## src/rtl/dram_rw_responder_if.sv

```systemverilog
// rtl/dram_rw_responder_if.sv - request and backend signal bundle for dram_rw_responder
// Signals:
//   mem_addr, mem_read_en, mem_write_en, mem_byte_enable, mem_write_data  initiator -> responder
//   ack, read_data, busy, protocol_error                                   responder -> initiator
//   be_req, be_we, be_addr, be_wdata, be_wmask                             responder -> backend
//   be_ready, be_rvalid, be_rdata                                          backend -> responder
// Modports: slave (responder view), master (initiator/backend view).
`ifndef MEM_ADDR_BITS
`define MEM_ADDR_BITS 16
`endif

interface dram_rw_responder_if #(
    parameter int MEM_ADDR_BITS = `MEM_ADDR_BITS
);
    logic [MEM_ADDR_BITS-1:0] mem_addr;
    logic                     mem_read_en;
    logic                     mem_write_en;
    logic [3:0]               mem_byte_enable;
    logic [31:0]              mem_write_data;
    logic                     ack;
    logic [31:0]              read_data;
    logic                     busy;
    logic                     protocol_error;
    logic                     be_req;
    logic                     be_we;
    logic [MEM_ADDR_BITS:0]   be_addr;
    logic [15:0]              be_wdata;
    logic [1:0]               be_wmask;
    logic                     be_ready;
    logic                     be_rvalid;
    logic [15:0]              be_rdata;

    modport slave (
        input  mem_addr, mem_read_en, mem_write_en, mem_byte_enable, mem_write_data,
        input  be_ready, be_rvalid, be_rdata,
        output ack, read_data, busy, protocol_error,
        output be_req, be_we, be_addr, be_wdata, be_wmask
    );

    modport master (
        output mem_addr, mem_read_en, mem_write_en, mem_byte_enable, mem_write_data,
        output be_ready, be_rvalid, be_rdata,
        input  ack, read_data, busy, protocol_error,
        input  be_req, be_we, be_addr, be_wdata, be_wmask
    );
endinterface

```

## src/rtl/dram_rw_responder.sv

```systemverilog
// rtl/dram_rw_responder.sv - DRAM request endpoint executing word accesses as half-word backend transactions
// Ports:
//   clk      clock
//   reset_n  asynchronous active-low reset
//   bus      dram_rw_responder_if.slave: word strobes in, ack/read_data/busy/protocol_error out,
//            16-bit backend request/response port
`ifndef MEM_ADDR_BITS
`define MEM_ADDR_BITS 16
`endif

module dram_rw_responder #(
    parameter int MEM_ADDR_BITS = `MEM_ADDR_BITS,
    parameter int XLEN          = 32
) (
    input logic                clk,
    input logic                reset_n,
    dram_rw_responder_if.slave bus
);
    localparam int HALF = XLEN / 2;

    typedef enum logic [5:0] {
        IDLE    = 6'b000001,
        REQ_LO  = 6'b000010,
        WAIT_LO = 6'b000100,
        REQ_HI  = 6'b001000,
        WAIT_HI = 6'b010000,
        ACK     = 6'b100000
    } state_t;

    state_t                   state_q, state_d;
    logic [MEM_ADDR_BITS-1:0] addr_q, addr_d;
    logic                     we_q, we_d;
    logic [XLEN-1:0]          wdata_q, wdata_d;
    logic [3:0]               be_q, be_d;
    logic [HALF-1:0]          lo_q, lo_d;
    logic [XLEN-1:0]          rdata_q, rdata_d;
    logic                     err_q, err_d;
    logic                     ack_q, busy_q, req_q, be_we_q;
    logic [MEM_ADDR_BITS:0]   be_addr_q;
    logic [HALF-1:0]          be_wdata_q;
    logic [1:0]               be_wmask_q;
    logic                     strobe, in_wait, hi_d;

    assign strobe  = bus.mem_read_en | bus.mem_write_en;
    assign in_wait = (state_q == WAIT_LO) || (state_q == WAIT_HI);
    assign hi_d    = (state_d == REQ_HI);

    always_comb begin
        state_d = state_q;
        addr_d  = addr_q;
        we_d    = we_q;
        wdata_d = wdata_q;
        be_d    = be_q;
        lo_d    = lo_q;
        rdata_d = rdata_q;
        err_d   = err_q;

        // Error flags are sticky; none of them alters the access in flight.
        if (strobe && state_q != IDLE) err_d = 1'b1;
        if (bus.mem_read_en && bus.mem_write_en) err_d = 1'b1;
        if (bus.be_rvalid && !in_wait) err_d = 1'b1;

        case (state_q)
            IDLE: begin
                if (strobe) begin
                    addr_d  = bus.mem_addr;
                    we_d    = bus.mem_write_en;
                    wdata_d = bus.mem_write_data;
                    be_d    = bus.mem_byte_enable;
                    // Writes skip halves with no enabled lanes; reads always fetch both.
                    if (!bus.mem_write_en)                       state_d = REQ_LO;
                    else if (bus.mem_byte_enable[1:0] != 2'b00)  state_d = REQ_LO;
                    else if (bus.mem_byte_enable[3:2] != 2'b00)  state_d = REQ_HI;
                    else                                         state_d = ACK;
                end
            end
            REQ_LO: begin
                if (bus.be_ready) begin
                    if (!we_q)                   state_d = WAIT_LO;
                    else if (be_q[3:2] != 2'b00) state_d = REQ_HI;
                    else                         state_d = ACK;
                end
            end
            WAIT_LO: begin
                if (bus.be_rvalid) begin
                    lo_d    = bus.be_rdata;
                    state_d = REQ_HI;
                end
            end
            REQ_HI: begin
                if (bus.be_ready) state_d = we_q ? ACK : WAIT_HI;
            end
            WAIT_HI: begin
                if (bus.be_rvalid) begin
                    rdata_d = {bus.be_rdata, lo_q};
                    state_d = ACK;
                end
            end
            ACK:     state_d = IDLE;
            default: state_d = IDLE;
        endcase
    end

    // Outputs are registered from the next-state view so they line up with the state they describe.
    always_ff @(posedge clk or negedge reset_n) begin
        if (!reset_n) begin
            state_q    <= IDLE;
            addr_q     <= '0;
            we_q       <= 1'b0;
            wdata_q    <= '0;
            be_q       <= '0;
            lo_q       <= '0;
            rdata_q    <= '0;
            err_q      <= 1'b0;
            ack_q      <= 1'b0;
            busy_q     <= 1'b0;
            req_q      <= 1'b0;
            be_we_q    <= 1'b0;
            be_addr_q  <= '0;
            be_wdata_q <= '0;
            be_wmask_q <= '0;
        end else begin
            state_q    <= state_d;
            addr_q     <= addr_d;
            we_q       <= we_d;
            wdata_q    <= wdata_d;
            be_q       <= be_d;
            lo_q       <= lo_d;
            rdata_q    <= rdata_d;
            err_q      <= err_d;
            ack_q      <= (state_d == ACK);
            busy_q     <= (state_d != IDLE);
            req_q      <= (state_d == REQ_LO) || (state_d == REQ_HI);
            be_we_q    <= we_d;
            be_addr_q  <= {addr_d, hi_d};
            be_wdata_q <= hi_d ? wdata_d[XLEN-1:HALF] : wdata_d[HALF-1:0];
            be_wmask_q <= hi_d ? be_d[3:2] : be_d[1:0];
        end
    end

    assign bus.ack            = ack_q;
    assign bus.read_data      = rdata_q;
    assign bus.busy           = busy_q;
    assign bus.protocol_error = err_q;
    assign bus.be_req         = req_q;
    assign bus.be_we          = be_we_q;
    assign bus.be_addr        = be_addr_q;
    assign bus.be_wdata       = be_wdata_q;
    assign bus.be_wmask       = be_wmask_q;
endmodule

```

## src/flat_wrapper.sv

```systemverilog
// flat-port wrapper written by rule: the top's interface ports become plain ports
module dram_rw_responder_flat 
#(
    parameter int MEM_ADDR_BITS = `MEM_ADDR_BITS,
    parameter int XLEN          = 32
)
  (clk, reset_n, bus_mem_addr, bus_mem_read_en, bus_mem_write_en, bus_mem_byte_enable, bus_mem_write_data, bus_be_ready, bus_be_rvalid, bus_be_rdata, bus_ack, bus_read_data, bus_busy, bus_protocol_error, bus_be_req, bus_be_we, bus_be_addr, bus_be_wdata, bus_be_wmask);
  dram_rw_responder_if #(.MEM_ADDR_BITS(MEM_ADDR_BITS)) bus_i ();
  input logic clk;
  input logic reset_n;
  input wire logic [$bits(bus_i.mem_addr)-1:0] bus_mem_addr;
  input wire logic [$bits(bus_i.mem_read_en)-1:0] bus_mem_read_en;
  input wire logic [$bits(bus_i.mem_write_en)-1:0] bus_mem_write_en;
  input wire logic [$bits(bus_i.mem_byte_enable)-1:0] bus_mem_byte_enable;
  input wire logic [$bits(bus_i.mem_write_data)-1:0] bus_mem_write_data;
  input wire logic [$bits(bus_i.be_ready)-1:0] bus_be_ready;
  input wire logic [$bits(bus_i.be_rvalid)-1:0] bus_be_rvalid;
  input wire logic [$bits(bus_i.be_rdata)-1:0] bus_be_rdata;
  output wire logic [$bits(bus_i.ack)-1:0] bus_ack;
  output wire logic [$bits(bus_i.read_data)-1:0] bus_read_data;
  output wire logic [$bits(bus_i.busy)-1:0] bus_busy;
  output wire logic [$bits(bus_i.protocol_error)-1:0] bus_protocol_error;
  output wire logic [$bits(bus_i.be_req)-1:0] bus_be_req;
  output wire logic [$bits(bus_i.be_we)-1:0] bus_be_we;
  output wire logic [$bits(bus_i.be_addr)-1:0] bus_be_addr;
  output wire logic [$bits(bus_i.be_wdata)-1:0] bus_be_wdata;
  output wire logic [$bits(bus_i.be_wmask)-1:0] bus_be_wmask;
  assign bus_i.mem_addr = bus_mem_addr;
  assign bus_i.mem_read_en = bus_mem_read_en;
  assign bus_i.mem_write_en = bus_mem_write_en;
  assign bus_i.mem_byte_enable = bus_mem_byte_enable;
  assign bus_i.mem_write_data = bus_mem_write_data;
  assign bus_i.be_ready = bus_be_ready;
  assign bus_i.be_rvalid = bus_be_rvalid;
  assign bus_i.be_rdata = bus_be_rdata;
  assign bus_ack = bus_i.ack;
  assign bus_read_data = bus_i.read_data;
  assign bus_busy = bus_i.busy;
  assign bus_protocol_error = bus_i.protocol_error;
  assign bus_be_req = bus_i.be_req;
  assign bus_be_we = bus_i.be_we;
  assign bus_be_addr = bus_i.be_addr;
  assign bus_be_wdata = bus_i.be_wdata;
  assign bus_be_wmask = bus_i.be_wmask;
  dram_rw_responder #(.MEM_ADDR_BITS(MEM_ADDR_BITS), .XLEN(XLEN)) u_core (.clk(clk), .reset_n(reset_n), .bus(bus_i));
endmodule
```

## config.mk

```make
export PLATFORM = sky130hd
export DESIGN_NAME = dram_rw_responder_flat
export DESIGN_NICKNAME = d
export VERILOG_FILES = /design/src/rtl/dram_rw_responder_if.sv /design/src/rtl/dram_rw_responder.sv /design/src/flat_wrapper.sv
export SDC_FILE = /design/constraint.sdc
export NUM_CORES = 1
export LEC_CHECK = 0
export BUFFER_PORTS_ARGS = -buffer_cell sky130_fd_sc_hd__buf_2
export CAP_MARGIN = 20
export CORE_ASPECT_RATIO = 0.7
export CORE_MARGIN = 3
export CORE_UTILIZATION = 35
export DETAILED_ROUTE_END_ITERATION = 7
export GPL_ROUTABILITY_DRIVEN = 0
export PLACE_DENSITY = 0.6
export SYNTH_ARGS = -nofsm -noshare
export SYNTH_HDL_FRONTEND = slang
export SYNTH_SLANG_ARGS = --single-unit
```

## constraint.sdc

```tcl
create_clock -name clk -period 2.5 [get_ports clk]
set_input_delay 0.5 -clock clk [delete_from_list [all_inputs] [get_ports clk]]
set_output_delay 0.5 -clock clk [all_outputs]
set_load 0.01 [all_outputs]
```

==> run_summary.xml <==
<?xml version="1.0" encoding="UTF-8"?>
<metrics>
  <group name="outcome">
    <metric name="result_of_the_run" unit="">completed</metric>
  </group>
  <group name="place">
    <metric name="port_buffers" unit="">145</metric>
    <metric name="placedInstanceArea" unit="mm²">0.00624</metric>
    <metric name="dp_hpwl" unit="mm">7.84</metric>
    <metric name="dp.cells" unit="">639</metric>
  </group>
  <group name="sta">
    <metric name="fin_crit_sh" unit="">0.946</metric>
    <metric name="worst_slew_pin_slew" unit="ns">0.509</metric>
    <metric name="worst_slew_margin_rel" unit="">0.658</metric>
    <metric name="maxClockFrequency" unit="GHz">0.423</metric>
    <metric name="setup-violations-final" unit="">0</metric>
    <metric name="min_period" unit="ns">2.36</metric>
    <metric name="finClkSkew" unit="ns">0.0108</metric>
    <metric name="timing_max_transition_violations_final" unit="">0</metric>
    <metric name="tns" unit="ns">0</metric>
    <metric name="fin_hold_viols" unit="">0</metric>
    <metric name="rsz0062_at_grt" unit="">no</metric>
  </group>
  <group name="final_layout">
    <metric name="n_antenna_cell" unit="">0</metric>
    <metric name="multi_input_area" unit="mm²">0.00188</metric>
    <metric name="layout.cells.non_filler" unit="">672</metric>
    <metric name="layout.cells.most_common" unit="">buf_2</metric>
    <metric name="n_fill_cell" unit="">1297</metric>
    <metric name="leading_cell_types_in_the_layout_fill_and_taps_excluded" unit="">buf_2 (144), dfrtp_1 (129), mux2_2 (72)</metric>
    <metric name="fraction_of_final_layout_cells_sized_beyond_drive_strength_1" unit="">0.651</metric>
    <metric name="final_core_utilization" unit="">0.478</metric>
    <metric name="final_design_area_no_fill" unit="mm²">0.00686</metric>
    <metric name="seq_area" unit="mm²">0.00325</metric>
    <metric name="num-nets-final" unit="">543</metric>
    <metric name="area_delta_synth_final" unit="%">29.4</metric>
  </group>
  <group name="worst_setup_path">
    <metric name="arrival" unit="ns">2.65</metric>
    <metric name="end_kind" unit="">flip-flop</metric>
    <metric name="timing.critical_path.from_type" unit="">flip-flop</metric>
    <metric name="path_class" unit="">flip-flop to flip-flop</metric>
    <metric name="crit_fanout" unit="">39</metric>
    <metric name="cp_data_required_time" unit="ns">2.79</metric>
  </group>
  <group name="yosys">
    <metric name="yosysTopAreaCellShare" unit="">0.609</metric>
    <metric name="netlist_area" unit="mm²">0.00530</metric>
    <metric name="postSynthRegisterBits" unit="">130</metric>
    <metric name="synth_ff_type" unit="">dfrtp_1</metric>
    <metric name="synth_enable_flop_cells" unit="">0</metric>
    <metric name="syn-instance-count" unit="">309</metric>
    <metric name="yosysWarnings" unit="">0</metric>
    <metric name="yosysUniqueCellTypes" unit="">40</metric>
    <metric name="post_synth_main_area_contributors" unit="">dfrtp_1 (61%), mux2_2 (15%), mux2_4 (13%)</metric>
    <metric name="yosys.area.top_type" unit="">dfrtp_1</metric>
    <metric name="synthesis.area_per_instance" unit="µm²">17.2</metric>
    <metric name="synth_nets" unit="">383</metric>
    <metric name="synth-seq-area-share" unit="">0.614</metric>
    <metric name="synth-async-reset-ratio" unit="">1.00</metric>
  </group>
  <group name="route">
    <metric name="vias" unit="">3115</metric>
    <metric name="finalWirelength" unit="mm">11.0</metric>
    <metric name="routed.top_layer" unit="">met4</metric>
    <metric name="drc" unit="">0</metric>
    <metric name="final_antenna_net_count" unit="">0</metric>
    <metric name="met3_wirelength" unit="µm">805</metric>
    <metric name="drt-vias-per-instance" unit="">4.64</metric>
    <metric name="detailedRoute.firstIterationViolations" unit="">101</metric>
    <metric name="met2RoutedLength" unit="mm">4.99</metric>
    <metric name="route.layer.met1.wl" unit="mm">5.05</metric>
    <metric name="first_pass_iters" unit="">4</metric>
    <metric name="wl_per_cell" unit="µm">16.3</metric>
  </group>
  <group name="clock_network">
    <metric name="cts.clk_slew.worst_paths" unit="ns">0.06</metric>
    <metric name="number_of_buffers_inserted_during_clock_tree_synthesis" unit="">17</metric>
    <metric name="worstSkewPairLatency" unit="ns">0.41</metric>
    <metric name="cts.sinks" unit="">130</metric>
    <metric name="clock_tree.root_cell" unit="">clkbuf_16</metric>
    <metric name="tritoncts" unit="">built</metric>
    <metric name="h-tree-depth" unit="">4</metric>
    <metric name="ctsLongestPathBuffers" unit="">2</metric>
  </group>
  <group name="die">
    <metric name="floorplan.io_pins" unit="">146</metric>
    <metric name="core.rowCount" unit="">36</metric>
    <metric name="start_util" unit="">0.369</metric>
    <metric name="floorplan.die.width" unit="µm">153</metric>
    <metric name="design.core.area" unit="mm²">0.0144</metric>
    <metric name="fp.dieH" unit="µm">109</metric>
    <metric name="floorplan.die_area" unit="mm²">0.0167</metric>
  </group>
  <group name="global_route">
    <metric name="global_route.overflow_total" unit="">0</metric>
    <metric name="grt.total_usage" unit="">0.135</metric>
    <metric name="vias_in_the_first_global_route" unit="">3389</metric>
    <metric name="grt_start_max_net_pins" unit="">72</metric>
    <metric name="antenna_violations_before_repair" unit="">0</metric>
    <metric name="wire_length_of_the_first_global_routing_pass" unit="mm">17.7</metric>
  </group>
  <group name="power_and_ir_drop">
    <metric name="design_power_total" unit="mW">8.24</metric>
    <metric name="vdd_drop_max" unit="µV">571</metric>
    <metric name="power_density" unit="mW/mm²">1200</metric>
    <metric name="total_leakage_power" unit="nW">3.48</metric>
  </group>
  <group name="min_path">
    <metric name="worstHoldPathType" unit="">primary input to flip-flop</metric>
  </group>
  <group name="flow_run">
    <metric name="cap_violations" unit="">0</metric>
  </group>
</metrics>
## worst max-delay path, cell delays in order (launching register included)
cell      delay [ns]
dfrtp_1         0.44
nor4_1          0.52
o2111a_2        0.38
buf_12          0.25
mux2_2          0.38
mux2_4          0.26
## power by group
group	internal [mW]	switching, mW	total, mW
Clock	1.61	0.954	2.57
Sequential	2.85	0.297	3.14
Combinational	1.43	1.10	2.53
## state kept, by name, summed over array words and instances (netlist names)
register and cells:
u_core.bus.read_data 32, u_core.wdata_q 32, u_core.addr_q 16, u_core.bus.be_wdata 16, u_core.lo_q 16, u_core.state_q 6, u_core.be_q 4, u_core.bus.be_wmask 2
u_core.bus.ack 1, u_core.bus.be_addr 1, u_core.bus.be_req 1, u_core.bus.busy 1, u_core.bus.protocol_error 1, u_core.we_q 1
## per-stage QoR
step                      worst slack, ns  hold slack, ns
after floorplan                     0.436           0.204
after global placement              0.320           0.375
after detailed placement            0.139           0.372
after CTS                           0.131           0.307
after global routing               0.0193           0.304
final                               0.136           0.327
## worst paths after layout
| check | cells past startpoint | to | from | slack (ns) |
|---|---|---|---|---|
| max | 5 | u_core.bus.be_wdata[10] | u_core.state_q[5] | 0.14 |
| min | 2 | u_core.addr_q[5] | bus_mem_addr[5] | 0.33 |
| max reg2reg | 5 | u_core.bus.be_wdata[10] | u_core.state_q[5] | 0.14 |
| min reg2reg | 1 | u_core.bus.protocol_error | u_core.bus.protocol_error | 0.46 |
| max in group asynchronous | 3 | u_core.bus.be_wdata[10] | reset_n | 1.37 |
| min in group asynchronous | 2 | u_core.lo_q[1] | reset_n | 0.49 |
## cell type report
cell class	instances	share of cell area
inverters	5	0.00273
multi-input cells	160	0.274
well taps	190	0.0346
clock inverters	13	0.0253
clock buffers	19	0.0645
flip-flops and latches	130	0.474
repair buffers	155	0.125
## synthesized netlist by cell type, drive strengths merged (2+ instances only)
master / count
o32ai: 2
nor3: 3
or3: 2
or4: 2
a2111oi: 2
inv: 5
o211ai: 3
o22ai: 2
nand2: 2
nand2b: 2
mux2: 118
nand3: 3
dfrtp: 129
nor4: 3
buf: 14
## cells by family after synthesis
| family | count (synthesis) | synth area share |
|---|---|---|
| flip-flops | 130 | 0.614 |
| multiplexers | 118 | 0.282 |
| adder cells (fa/ha/maj) | 1 | 0.00189 |
| AO/OA/AOI/OAI | 17 | 0.0356 |
| buffers and inverters | 19 | 0.0321 |
| AND/OR/NAND/NOR | 24 | 0.0342 |
## routing by layer
metal | vias to the layer above | global-route usage
met5 | - | 0
met4 | 0 | 0.0362
met3 | 9 | 0.0607
met2 | 96 | 0.209
met1 | 1570 | 0.175
li1 | 1440 | -
## timing repair
action / 4_1_cts / 5_1_grt
gates resized for setup: 0 / 0
hold buffers: 1 / 0
buffers inserted: 0 / 0
hold endpoints to repair: 13 / 0
Note: power is estimated with default switching activity, not from simulation.
